`config.mk`:
```
export PLATFORM = sky130hd
export DESIGN_NAME = rr_packed_logb_unpacker
export DESIGN_NICKNAME = d
export VERILOG_FILES = /design/src/rtl/rr_packed_logb_unpacker.sv
export SDC_FILE = /design/constraint.sdc
export NUM_CORES = 1
export LEC_CHECK = 0
export ABC_AREA = 1
export CAP_MARGIN = 5
export CORE_MARGIN = 1
export CORE_UTILIZATION = 55
export CTS_CLUSTER_DIAMETER = 100
export DETAILED_ROUTE_END_ITERATION = 8
export MAX_ROUTING_LAYER = met4
export PLACE_DENSITY_LB_ADDON = 0.15
export SLEW_MARGIN = 20
export SYNTH_ARGS = -nofsm -noshare
export SYNTH_HDL_FRONTEND = slang
export SYNTH_SLANG_ARGS = --single-unit
```
`constraint.sdc`:
```
create_clock -name clk -period 33.3 [get_ports clk]
set_input_delay 9.99 -clock clk [delete_from_list [all_inputs] [get_ports clk]]
set_output_delay 9.99 -clock clk [all_outputs]
set_load 0.02 [all_outputs]
```
`src/rtl/rr_packed_logb_unpacker.sv`:
```
// rtl/rr_packed_logb_unpacker.sv - pipelined unpacker of gap-free packed logb channel records
//
// A record arrives with its present channels packed back to back from bit 0.
// Stage k peels channel k off the bottom of the residual and drops it into
// its fixed slot. The last stage drives the outputs directly. Up to eight
// channels are summed into FULL_WIDTH.
module rr_packed_logb_unpacker #(
    parameter int CHANNEL_CNT = 4,
    parameter int CHANNEL_WIDTHS [CHANNEL_CNT] = '{32, 64, 8, 16},
    localparam int FULL_WIDTH =
          ((CHANNEL_CNT > 0) ? CHANNEL_WIDTHS[0] : 0)
        + ((CHANNEL_CNT > 1) ? CHANNEL_WIDTHS[(CHANNEL_CNT > 1) ? 1 : 0] : 0)
        + ((CHANNEL_CNT > 2) ? CHANNEL_WIDTHS[(CHANNEL_CNT > 2) ? 2 : 0] : 0)
        + ((CHANNEL_CNT > 3) ? CHANNEL_WIDTHS[(CHANNEL_CNT > 3) ? 3 : 0] : 0)
        + ((CHANNEL_CNT > 4) ? CHANNEL_WIDTHS[(CHANNEL_CNT > 4) ? 4 : 0] : 0)
        + ((CHANNEL_CNT > 5) ? CHANNEL_WIDTHS[(CHANNEL_CNT > 5) ? 5 : 0] : 0)
        + ((CHANNEL_CNT > 6) ? CHANNEL_WIDTHS[(CHANNEL_CNT > 6) ? 6 : 0] : 0)
        + ((CHANNEL_CNT > 7) ? CHANNEL_WIDTHS[(CHANNEL_CNT > 7) ? 7 : 0] : 0),
    localparam int OFFSET_WIDTH = $clog2(FULL_WIDTH + 1)
) (
    input  logic                    clk,
    input  logic                    rst,
    input  logic                    in_valid,
    output logic                    in_ready,
    input  logic [FULL_WIDTH-1:0]   in_data,
    input  logic [OFFSET_WIDTH-1:0] in_len,
    input  logic [CHANNEL_CNT-1:0]  in_chan_valid,
    output logic                    out_valid,
    input  logic                    out_ready,
    output logic [CHANNEL_CNT-1:0]  out_chan_valid,
    output logic [FULL_WIDTH-1:0]   out_data,
    output logic                    out_len_err,
    output logic                    err_sticky,
    output logic [31:0]             record_cnt
);

    localparam int LAST = CHANNEL_CNT - 1;

    // Bit position of channel k inside the unpacked output word.
    function automatic int chan_offset(input int k);
        int s;
        s = 0;
        for (int i = 0; i < CHANNEL_CNT; i++) begin
            if (i < k) begin
                s = s + CHANNEL_WIDTHS[i];
            end
        end
        return s;
    endfunction

    // Mask with the low n bits set.
    function automatic logic [FULL_WIDTH-1:0] low_mask(input int n);
        logic [FULL_WIDTH-1:0] m;
        m = '0;
        for (int i = 0; i < FULL_WIDTH; i++) begin
            if (i < n) begin
                m[i] = 1'b1;
            end
        end
        return m;
    endfunction

    // Stage registers
    logic                    st_valid [CHANNEL_CNT];
    logic [FULL_WIDTH-1:0]   st_resid [CHANNEL_CNT];
    logic [OFFSET_WIDTH-1:0] st_len   [CHANNEL_CNT];
    logic [CHANNEL_CNT-1:0]  st_chan  [CHANNEL_CNT];
    logic [FULL_WIDTH-1:0]   st_data  [CHANNEL_CNT];
    logic                    st_err   [CHANNEL_CNT];

    // What each stage sees at its input
    logic                    src_valid [CHANNEL_CNT];
    logic [FULL_WIDTH-1:0]   src_resid [CHANNEL_CNT];
    logic [OFFSET_WIDTH-1:0] src_len   [CHANNEL_CNT];
    logic [CHANNEL_CNT-1:0]  src_chan  [CHANNEL_CNT];
    logic [FULL_WIDTH-1:0]   src_data  [CHANNEL_CNT];
    logic                    src_err   [CHANNEL_CNT];

    // What each stage will capture on advance
    logic                    nxt_valid [CHANNEL_CNT];
    logic [FULL_WIDTH-1:0]   nxt_resid [CHANNEL_CNT];
    logic [OFFSET_WIDTH-1:0] nxt_len   [CHANNEL_CNT];
    logic [CHANNEL_CNT-1:0]  nxt_chan  [CHANNEL_CNT];
    logic [FULL_WIDTH-1:0]   nxt_data  [CHANNEL_CNT];
    logic                    nxt_err   [CHANNEL_CNT];

    logic advance;

    // The whole pipe moves together; it only stops when the output is held.
    always_comb begin
        advance  = !st_valid[LAST] || out_ready;
        in_ready = advance;
    end

    // Stage 0 is fed by the input port, every later stage by its predecessor.
    always_comb begin
        src_valid[0] = in_valid;
        src_resid[0] = in_data;
        src_len[0]   = in_len;
        src_chan[0]  = in_chan_valid;
        src_data[0]  = '0;
        src_err[0]   = 1'b0;
        for (int k = 1; k < CHANNEL_CNT; k++) begin
            src_valid[k] = st_valid[k-1];
            src_resid[k] = st_resid[k-1];
            src_len[k]   = st_len[k-1];
            src_chan[k]  = st_chan[k-1];
            src_data[k]  = st_data[k-1];
            src_err[k]   = st_err[k-1];
        end
    end

    // Per-stage extraction: peel channel k off the residual when present.
    always_comb begin
        for (int k = 0; k < CHANNEL_CNT; k++) begin
            nxt_valid[k] = src_valid[k];
            nxt_chan[k]  = src_chan[k];
            nxt_resid[k] = src_resid[k];
            nxt_len[k]   = src_len[k];
            nxt_err[k]   = src_err[k];
            nxt_data[k]  = src_data[k] & ~(low_mask(CHANNEL_WIDTHS[k]) << chan_offset(k));
            if (src_chan[k][k]) begin
                nxt_data[k]  = nxt_data[k]
                             | ((src_resid[k] & low_mask(CHANNEL_WIDTHS[k])) << chan_offset(k));
                nxt_resid[k] = src_resid[k] >> CHANNEL_WIDTHS[k];
                if (int'(src_len[k]) < CHANNEL_WIDTHS[k]) begin
                    // Declared length ran out before this channel: flag it,
                    // clamp at zero, but still pull the bits out.
                    nxt_err[k] = 1'b1;
                    nxt_len[k] = '0;
                end else begin
                    nxt_len[k] = src_len[k] - OFFSET_WIDTH'(CHANNEL_WIDTHS[k]);
                end
            end
            // Anything left over after the last channel means the length lied.
            if ((k == LAST) && (nxt_len[k] != '0)) begin
                nxt_err[k] = 1'b1;
            end
        end
    end

    // Pipeline registers: shift on advance, otherwise hold everything.
    always_ff @(posedge clk or posedge rst) begin
        if (rst) begin
            for (int k = 0; k < CHANNEL_CNT; k++) begin
                st_valid[k] <= 1'b0;
                st_resid[k] <= '0;
                st_len[k]   <= '0;
                st_chan[k]  <= '0;
                st_data[k]  <= '0;
                st_err[k]   <= 1'b0;
            end
        end else if (advance) begin
            for (int k = 0; k < CHANNEL_CNT; k++) begin
                st_valid[k] <= nxt_valid[k];
                st_resid[k] <= nxt_resid[k];
                st_len[k]   <= nxt_len[k];
                st_chan[k]  <= nxt_chan[k];
                st_data[k]  <= nxt_data[k];
                st_err[k]   <= nxt_err[k];
            end
        end
    end

    // Delivery bookkeeping: count handshakes and latch any length error.
    always_ff @(posedge clk or posedge rst) begin
        if (rst) begin
            record_cnt <= '0;
            err_sticky <= 1'b0;
        end else if (st_valid[LAST] && out_ready) begin
            record_cnt <= record_cnt + 32'd1;
            if (st_err[LAST]) begin
                err_sticky <= 1'b1;
            end
        end
    end

    assign out_valid      = st_valid[LAST];
    assign out_chan_valid = st_chan[LAST];
    assign out_data       = st_data[LAST];
    assign out_len_err    = st_err[LAST];

endmodule

```
Word level (Yosys, flattened, before mapping)
Index checks and enable logic that the tools add are counted.
- register bits: 790
- input port bits: 135
- output and inout port bits: 160
- logic and storage cells: 85
- add/sub/neg operators: 8
- $lt $le $gt $ge: 4
- shift operators: 3
- multiplexer cells: 34
- bitwise gates (word level): 7
- reductions and logical operators: 5
- operators by type and width (kind ; number):
    two-way mux 120 bit ; 4
    two-way mux 32 bit ; 7
    AND 120 x 16 -> 120 bit ; 1
    AND 120 x 64 -> 120 bit ; 1
    AND 120 x 8 -> 120 bit ; 1
    OR 104 x 120 -> 120 bit ; 1
    << shifter 120 x 32 -> 104 bit ; 1
    << shifter 120 x 32 -> 120 bit ; 1
    << shifter 120 x 32 -> 96 bit ; 1
    two-way mux 104 bit ; 1
    OR 96 x 104 -> 104 bit ; 1
    two-way mux 96 bit ; 1
    OR 32 x 96 -> 96 bit ; 1
    adder 32 x 8 -> 32 bit, second input constant ; 2
    two-way mux 7 bit ; 8
    adder 32 x 1 -> 32 bit, second input constant ; 1
    adder 32 x 5 -> 32 bit, second input constant ; 1
    AND 32 bit ; 1
    two-way mux 1 bit ; 13
    less-than comparator 7 x 4 -> 1 bit, second input constant ; 1
    less-than comparator 7 x 5 -> 1 bit, second input constant ; 1
    less-than comparator 7 x 6 -> 1 bit, second input constant ; 1
    less-than comparator 7 bit, second input constant ; 1
    nonzero test 7 bit ; 1
    other kinds (8) ; 8

Depth between registers and ports, before layout
Gate-level depths: netlist (run 1).
- word-level depth: 8
- mapped depth: 8
- gate-level depth less buffers: 8

Worst setup path before layout (run 1)
OpenSTA, ideal clock, no wires.
- path kind: input -> output
- start point: input out_ready
- end point: output in_ready
- arrival time: 10656 ps
- path slack: 12654 ps
- cell stages on the path: 4
- cells stage by stage: nor2_2 -> inv_2 -> buf_2 -> clkbuf_1
- longest elaborated chain between the ends: 1
- RTL lines (what ; RTL line ; RTL):
    from (decl) ; 29 ; input logic out_ready,
    logical OR 1 bit ; 91 ; advance = !st_valid[LAST] || out_ready;
    to (decl) ; 24 ; output logic in_ready,
Every way passes these cells.

Final worst setup path (run 1)
Same ends and word-level chain as after synthesis.

==> results of run 1 <==
==> power by group <==
group	leakage [nW]	switching [mW]	internal, mW
Combinational	4.88	0.469	0.276
Clock	0.957	0.264	0.384
Sequential	7.09	0.128	0.929
==> kinds of logic after synthesis <==
kind of cell,synth area share [%]
fa+ha+maj,0.167
xor+xnor,0.859
buf+inv,8.32
flops,62.3
simple gates,12.9
compound gates,15.5
==> final timing paths <==
| path | start | to | slack, ns | cells after the start |
|---|---|---|---|---|
| setup / recovery | out_ready | in_ready | 11.44 | 4 |
| hold / removal | src_data[48] | out_data[48] | 0.47 | 2 |
| max in group asynchronous | rst | src_resid[311] | 20.29 | 5 |
| min in group asynchronous | rst | record_cnt[1] | 10.06 | 2 |
| hold reg to reg | src_data[48] | out_data[48] | 0.47 | 2 |
| setup reg to reg | out_valid | src_resid[137] | 30.30 | 8 |
==> cell usage after synthesis, types with 2 or more instances <==
library cell / instances / area, µm²
xor2_1: 14 / 123
buf_4: 18 / 135
nand2_1: 571 / 2140
o211ai_1: 15 / 113
inv_2: 5 / 18.8
a22oi_1: 25 / 188
clkbuf_1: 48 / 180
xnor2_1: 8 / 70.1
a22o_1: 5 / 43.8
nand3_1: 65 / 325
nor3_1: 5 / 25.0
nor3_2: 2 / 20.0
ha_1: 3 / 37.5
a31oi_1: 3 / 18.8
nor2_1: 51 / 191
buf_2: 68 / 340
a21oi_1: 161 / 806
inv_1: 305 / 1140
o21ai_1: 203 / 1020
o22ai_1: 59 / 369
nand4_1: 6 / 37.5
nand2_2: 4 / 25.0
nor2_2: 6 / 37.5
o21ai_0: 178 / 891
buf_1: 8 / 30.0
dfrtp_1: 558 / 14000
==> metal layers <==
metal  GRT usage (%)  vias up  wire, µm
met1            40.7     8517     25100
met5               -        -         0
li1                -     8232         -
met3            5.74       92      4330
met4            10.6        0      1900
met2            44.2      582     26700
==> worst register-to-register path, cell delays in order, from the launching register on <==
cell and delay, ns:
dfrtp_1 0.39, inv_1 0.08, nor2_4 0.19, buf_12 0.72, buf_12 0.36, buf_16 0.52
a21oi_1 0.23, o21ai_0 0.19, o21ai_0 0.15
==> metrics by stage <==
stage               setup slack [ns]  area (µm²)  util [%]  hold slack (ns)  total power, mW
floorplan                       7.71       22400         -            0.434             1.51
detailed placement             11.45       25500      63.7            0.454             1.81
global route                   11.36       27500      68.6            0.482             2.60
CTS                            11.44       27400      68.5            0.468             2.46
global placement               11.47       25500      63.7            0.452             1.78
finish                         11.44       27500      68.6            0.466             2.45
==> registers in the layout, summed over array words and instances, names as in the netlist, 4 cells and up <==
signal          cells
src_len            21
nxt_chan           12
src_resid         128
record_cnt         32
out_data          120
src_data          232
out_chan_valid      4
==> layout make-up <==
| type | count | area [µm²] | share of cell area, % |
|---|---|---|---|
| sequential | 558 | 14000 | 50.9 |
| multi-input combinational | 1397 | 6610 | 24.1 |
| timing repair buffer | 310 | 3110 | 11.3 |
| clock buffer | 89 | 1760 | 6.40 |
| inverter | 310 | 1180 | 4.30 |
| tap | 525 | 657 | 2.39 |
| clock inverter | 15 | 175 | 0.638 |
| antenna | 3 | 7.51 | 0.0273 |
==> out/metrics.yaml, run 1 <==
status: "completed"
nNetsFinal: 2771
drt-initial-drc-count: 1242
critPathBufInv: 3
grt_pass1_vias: 17100
critical_path.most_common_cell: "clkdlybuf4s50_1"
die_h_um: 204
cts_buffer_depth: 3
fmax_ghz: 0.0457
clk_latency_ns: 0.61
postCtsSetupRepairBufs: 0
initial_core_util_pct: 56.1
gp_congestion: 0.896
drt_wl_total_mm: 58.1
pwr_density_cell_nw_per_um2: 89.3
io_pins: 295
critPathKind: "input port to primary output"
port_buffers: 294
syn2layout_area_growth_pct: 22.4
numCtsBuffers: 56
synth_edf_count: 0
rsz0062_at_grt: "no"
critPathCaptureType: "primary output"
hold_class: "flop to flop"
mostFrequentLayoutCell: "nand2_1"
drtAntennaViolNets: 0
vdd_drop_max_mv: 0.0793
cts.clk_slew.worst_paths_ns: 0.06
placed_cells: 3099
synth_fp_nets: 2547
htree_levels: 2
layout_common_cells: "570 x nand2_1, 558 x dfrtp_1, 303 x inv_1"
synth_area_um2: 22400
yosysUniqueCellTypes: 41
syn_inst: 2409
finalClockSkew_ns: 0.0242
critPathMaxStageDelay_ns: 0.73
routed-via-count: 17400
grt_antenna_before_repair: 3
ctsHoldBuffers: 0
critPathTopFamily: "buffers and inverters"
synth_ff_type: "dfrtp_1"
synth-seq-cells: 558
period_needed_ns: 21.86
ys_seq_area_share_pct: 62.3
tns_ns: 0
grt_max_degree: 272
via_per_inst: 5.43
worstMarginPinSlew_ns: 1.11
cp.arrival_ns: 11.87
setup_viol: 0
synth_async_sr_flop_share_pct: 100
die_x_um: 204
crit_fanout: 128
final_cells: 3207
cts-root-buf: "clkbuf_16"
track_usage_pct: 29.6
dieArea_um2: 41600
relSlewSlack_pct: 26.3
crit_path_start_kind: "input port"
drc: 0
overflow: 0
drive_gt1_share_pct: 5.00
path_cells: "clkdlybuf4s50_1, nor2_4, inv_8, clkdlybuf4s50_1"
cts_tree: "built"
num_rows: 73
grt_pass1_wl_mm: 92.9
hold_violations: 0
firstDrtPassIters: 6
period_share_pct: 65.7
cellLeakagePower_nw: 12.9
cpMaxStageDelayCell: "clkdlybuf4s50_1"
cts.repair.resized: 0
drt-wirelength-per-cell_um: 18.1
clock_sinks: 558
synth_warnings: 0
n_fill_cell: 3176
coreArea_um2: 40000
drv_slew: 0
postSynthAreaPerCell_um2: 9.31
hpwl_mm: 38.2
cp_data_required_time_ns: 23.31
timing.max_cap.violations: 0
No activity file was read; power rests on OpenSTA's default activity.
==> inputs of run 2 (changes only) <==
==> constraint.sdc (replaced) <==
create_clock -name clk -period 22.4 [get_ports clk]
set_input_delay 6.72 -clock clk [delete_from_list [all_inputs] [get_ports clk]]
set_output_delay 6.72 -clock clk [all_outputs]
set_load 0.02 [all_outputs]
==> run 2 against run 1 <==
Net effect: worst hold slack worse by 0.0022 ns; via count decreased by 0.36%; die area unchanged; critical path depth is 1 higher; critical path type unchanged; critical endpoint unchanged; largest cell class unchanged; highest routed layer unchanged.
==> out/metrics.yaml, run 2 (synthesized netlist as in run 1, its figures left out) <==
status: "completed"  # unchanged
final_cells: 3201  # was 3207
port_buffers: 294  # unchanged
fmax_ghz: 0.0633
pre_cts_ws_ns: 6.58  # was 11.45 ns
cts.repair.resized: 0  # unchanged
pwr_density_cell_nw_per_um2: 133  # was 89.3 nW/µm²
track_usage_pct: 29.7  # was 29.6%
critPathTopFamily: "buffers and inverters"  # unchanged
mostFrequentLayoutCell: "nand2_1"  # unchanged
ctsHoldBuffers: 0  # unchanged
hold_violations: 0  # unchanged
grt_pass1_vias: 17000  # was 17100
path_cells: "clkdlybuf4s50_1, nor2_4, buf_4, inv_8, clkdlybuf4s50_1"  # was clkdlybuf4s50_1, nor2_4, inv_8, clkdlybuf4s50_1
drtAntennaViolNets: 0  # unchanged
layout_common_cells: "570 x nand2_1, 558 x dfrtp_1, 303 x inv_1"  # unchanged
drt_wl_total_mm: 58.6  # was 58.1 mm
hp-start: "src_data[68]"  # was src_data[48]
firstDrtPassIters: 6  # unchanged
hold_path_end: "out_data[68]"  # was out_data[48]
largest_reg_flops: 232  # unchanged
num_rows: 73  # unchanged
drc: 0  # unchanged
clk_latency_ns: 0.60  # was 0.61 ns
hpwl_mm: 38.6  # was 38.2 mm
initial_core_util_pct: 56.1  # unchanged
regToRegStartpoint: "out_valid"  # unchanged
n_fill_cell: 3193  # was 3176
cts.clk_slew.worst_paths_ns: 0.06  # about the same
critPathKind: "input port to primary output"  # unchanged
place_area_um2: 25500  # unchanged
worstMarginPinSlew_ns: 1.06  # was 1.11 ns
grt_antenna_before_repair: 3  # unchanged
cts_buffer_depth: 3  # unchanged
reg2reg_depth: 9  # was 8
drive_gt1_share_pct: 4.98  # was 5.00%
cts_tree: "built"  # unchanged
register_area_um2: 14000  # unchanged
drt-wirelength-per-cell_um: 18.3  # was 18.1 µm
overflow: 0  # unchanged
finalClockSkew_ns: 0.0268  # was 0.0242 ns
gp_congestion: 0.896  # about the same
min_path_cells: 2  # unchanged
coreArea_um2: 40000  # unchanged
r2r_end: "src_resid[261]"  # was src_resid[137]
period_needed_ns: 15.81
hold_class: "flop to flop"  # unchanged
grt_pass1_wl_mm: 92.6  # was 92.9 mm
rsz0062_at_grt: "no"  # unchanged
cp_data_required_time_ns: 15.68  # was 23.31 ns
critPathCaptureType: "primary output"  # unchanged
multi_input_area_um2: 6610  # unchanged
total_power_mw: 3.64  # was 2.45 mW
cts-root-buf: "clkbuf_16"  # unchanged
crit_path_start_kind: "input port"  # unchanged
drv_slew: 0  # unchanged
clock_sinks: 558  # unchanged
via_per_inst: 5.42  # was 5.43
nNetsFinal: 2771  # unchanged
period_share_pct: 70.6
fin_util_pct: 68.6  # about the same
htree_levels: 2  # unchanged
cellLeakagePower_nw: 12.9  # about the same
dieArea_um2: 41600  # unchanged
critPathBufInv: 4  # was 3
critical_path.most_common_cell: "clkdlybuf4s50_1"  # unchanged
setup_viol: 0  # unchanged
setup_slack_ns: 6.59  # was 11.44 ns
timing.max_cap.violations: 0  # unchanged
vdd_drop_max_mv: 0.0876  # was 0.0793 mV
relSlewSlack_pct: 29.0  # was 26.3%
cpMaxStageDelayCell: "clkdlybuf4s50_1"  # unchanged
numCtsBuffers: 55  # was 56
final_cell_area_um2: 27400  # was 27500 µm²
grt_max_degree: 264  # was 272
tns_ns: 0  # unchanged
die_x_um: 204  # unchanged
r2r_slack_ns: 18.33  # was 30.30 ns
syn2layout_area_growth_pct: 22.4  # about the same
hold_slack_ns: 0.464  # was 0.466 ns
placed_cells: 3099  # unchanged
drt-initial-drc-count: 1426  # was 1242
critPathMaxStageDelay_ns: 0.67  # was 0.73 ns
crit_fanout: 153  # was 128
die_h_um: 204  # unchanged
routed-via-count: 17400  # about the same
postCtsSetupRepairBufs: 0  # unchanged
cp.arrival_ns: 9.09  # was 11.87 ns
io_pins: 295  # unchanged
==> run 2: worst reg2reg max path: stages (launching register included) <==
cell	delay [ns]
dfrtp_1	0.45
inv_1	0.13
nor2_4	0.04
buf_4	0.36
inv_8	0.59
buf_4	0.97
buf_4	0.80
o21ai_0	0.32
a21oi_1	0.21
a21oi_1	0.05
==> run 2: worst max-delay path by stage <==
stage	from	end	cells past startpoint
5_1_grt	out_ready	in_ready	5
2_1_floorplan	rst	err_sticky	1
6_report	out_ready	in_ready	5
4_1_cts	out_ready	in_ready	5
3_5_place_dp	out_ready	in_ready	5
3_3_place_gp	out_ready	in_ready	5
==> run 2: layout make-up <==
cell class / instances / area share, %
flip-flops and latches: 558 / 50.9
multi-input cells: 1397 / 24.1
repair buffers: 311 / 11.4
clock buffers: 84 / 6.25
inverters: 310 / 4.32
well taps: 525 / 2.39
clock inverters: 12 / 0.620
diodes: 4 / 0.0365
==> run 2: report_power, final <==
group          switching (mW)  internal (mW)  total, mW
clock                   0.386          0.569      0.955
combinational           0.703          0.411       1.11
sequential              0.190           1.38       1.57
==> run 2: layer usage <==
layer  part of all wire, %  global-route usage, %  routed length, µm  vias to the layer above
met5                     0                      -                  0                        -
met4                   2.8                   10.1               1630                        0
met3                   6.5                   5.26               3820                       91
li1                      -                      -                  -                     8192
met1                    44                   41.2              25900                     8496
met2                    46                   44.4              27200                      582
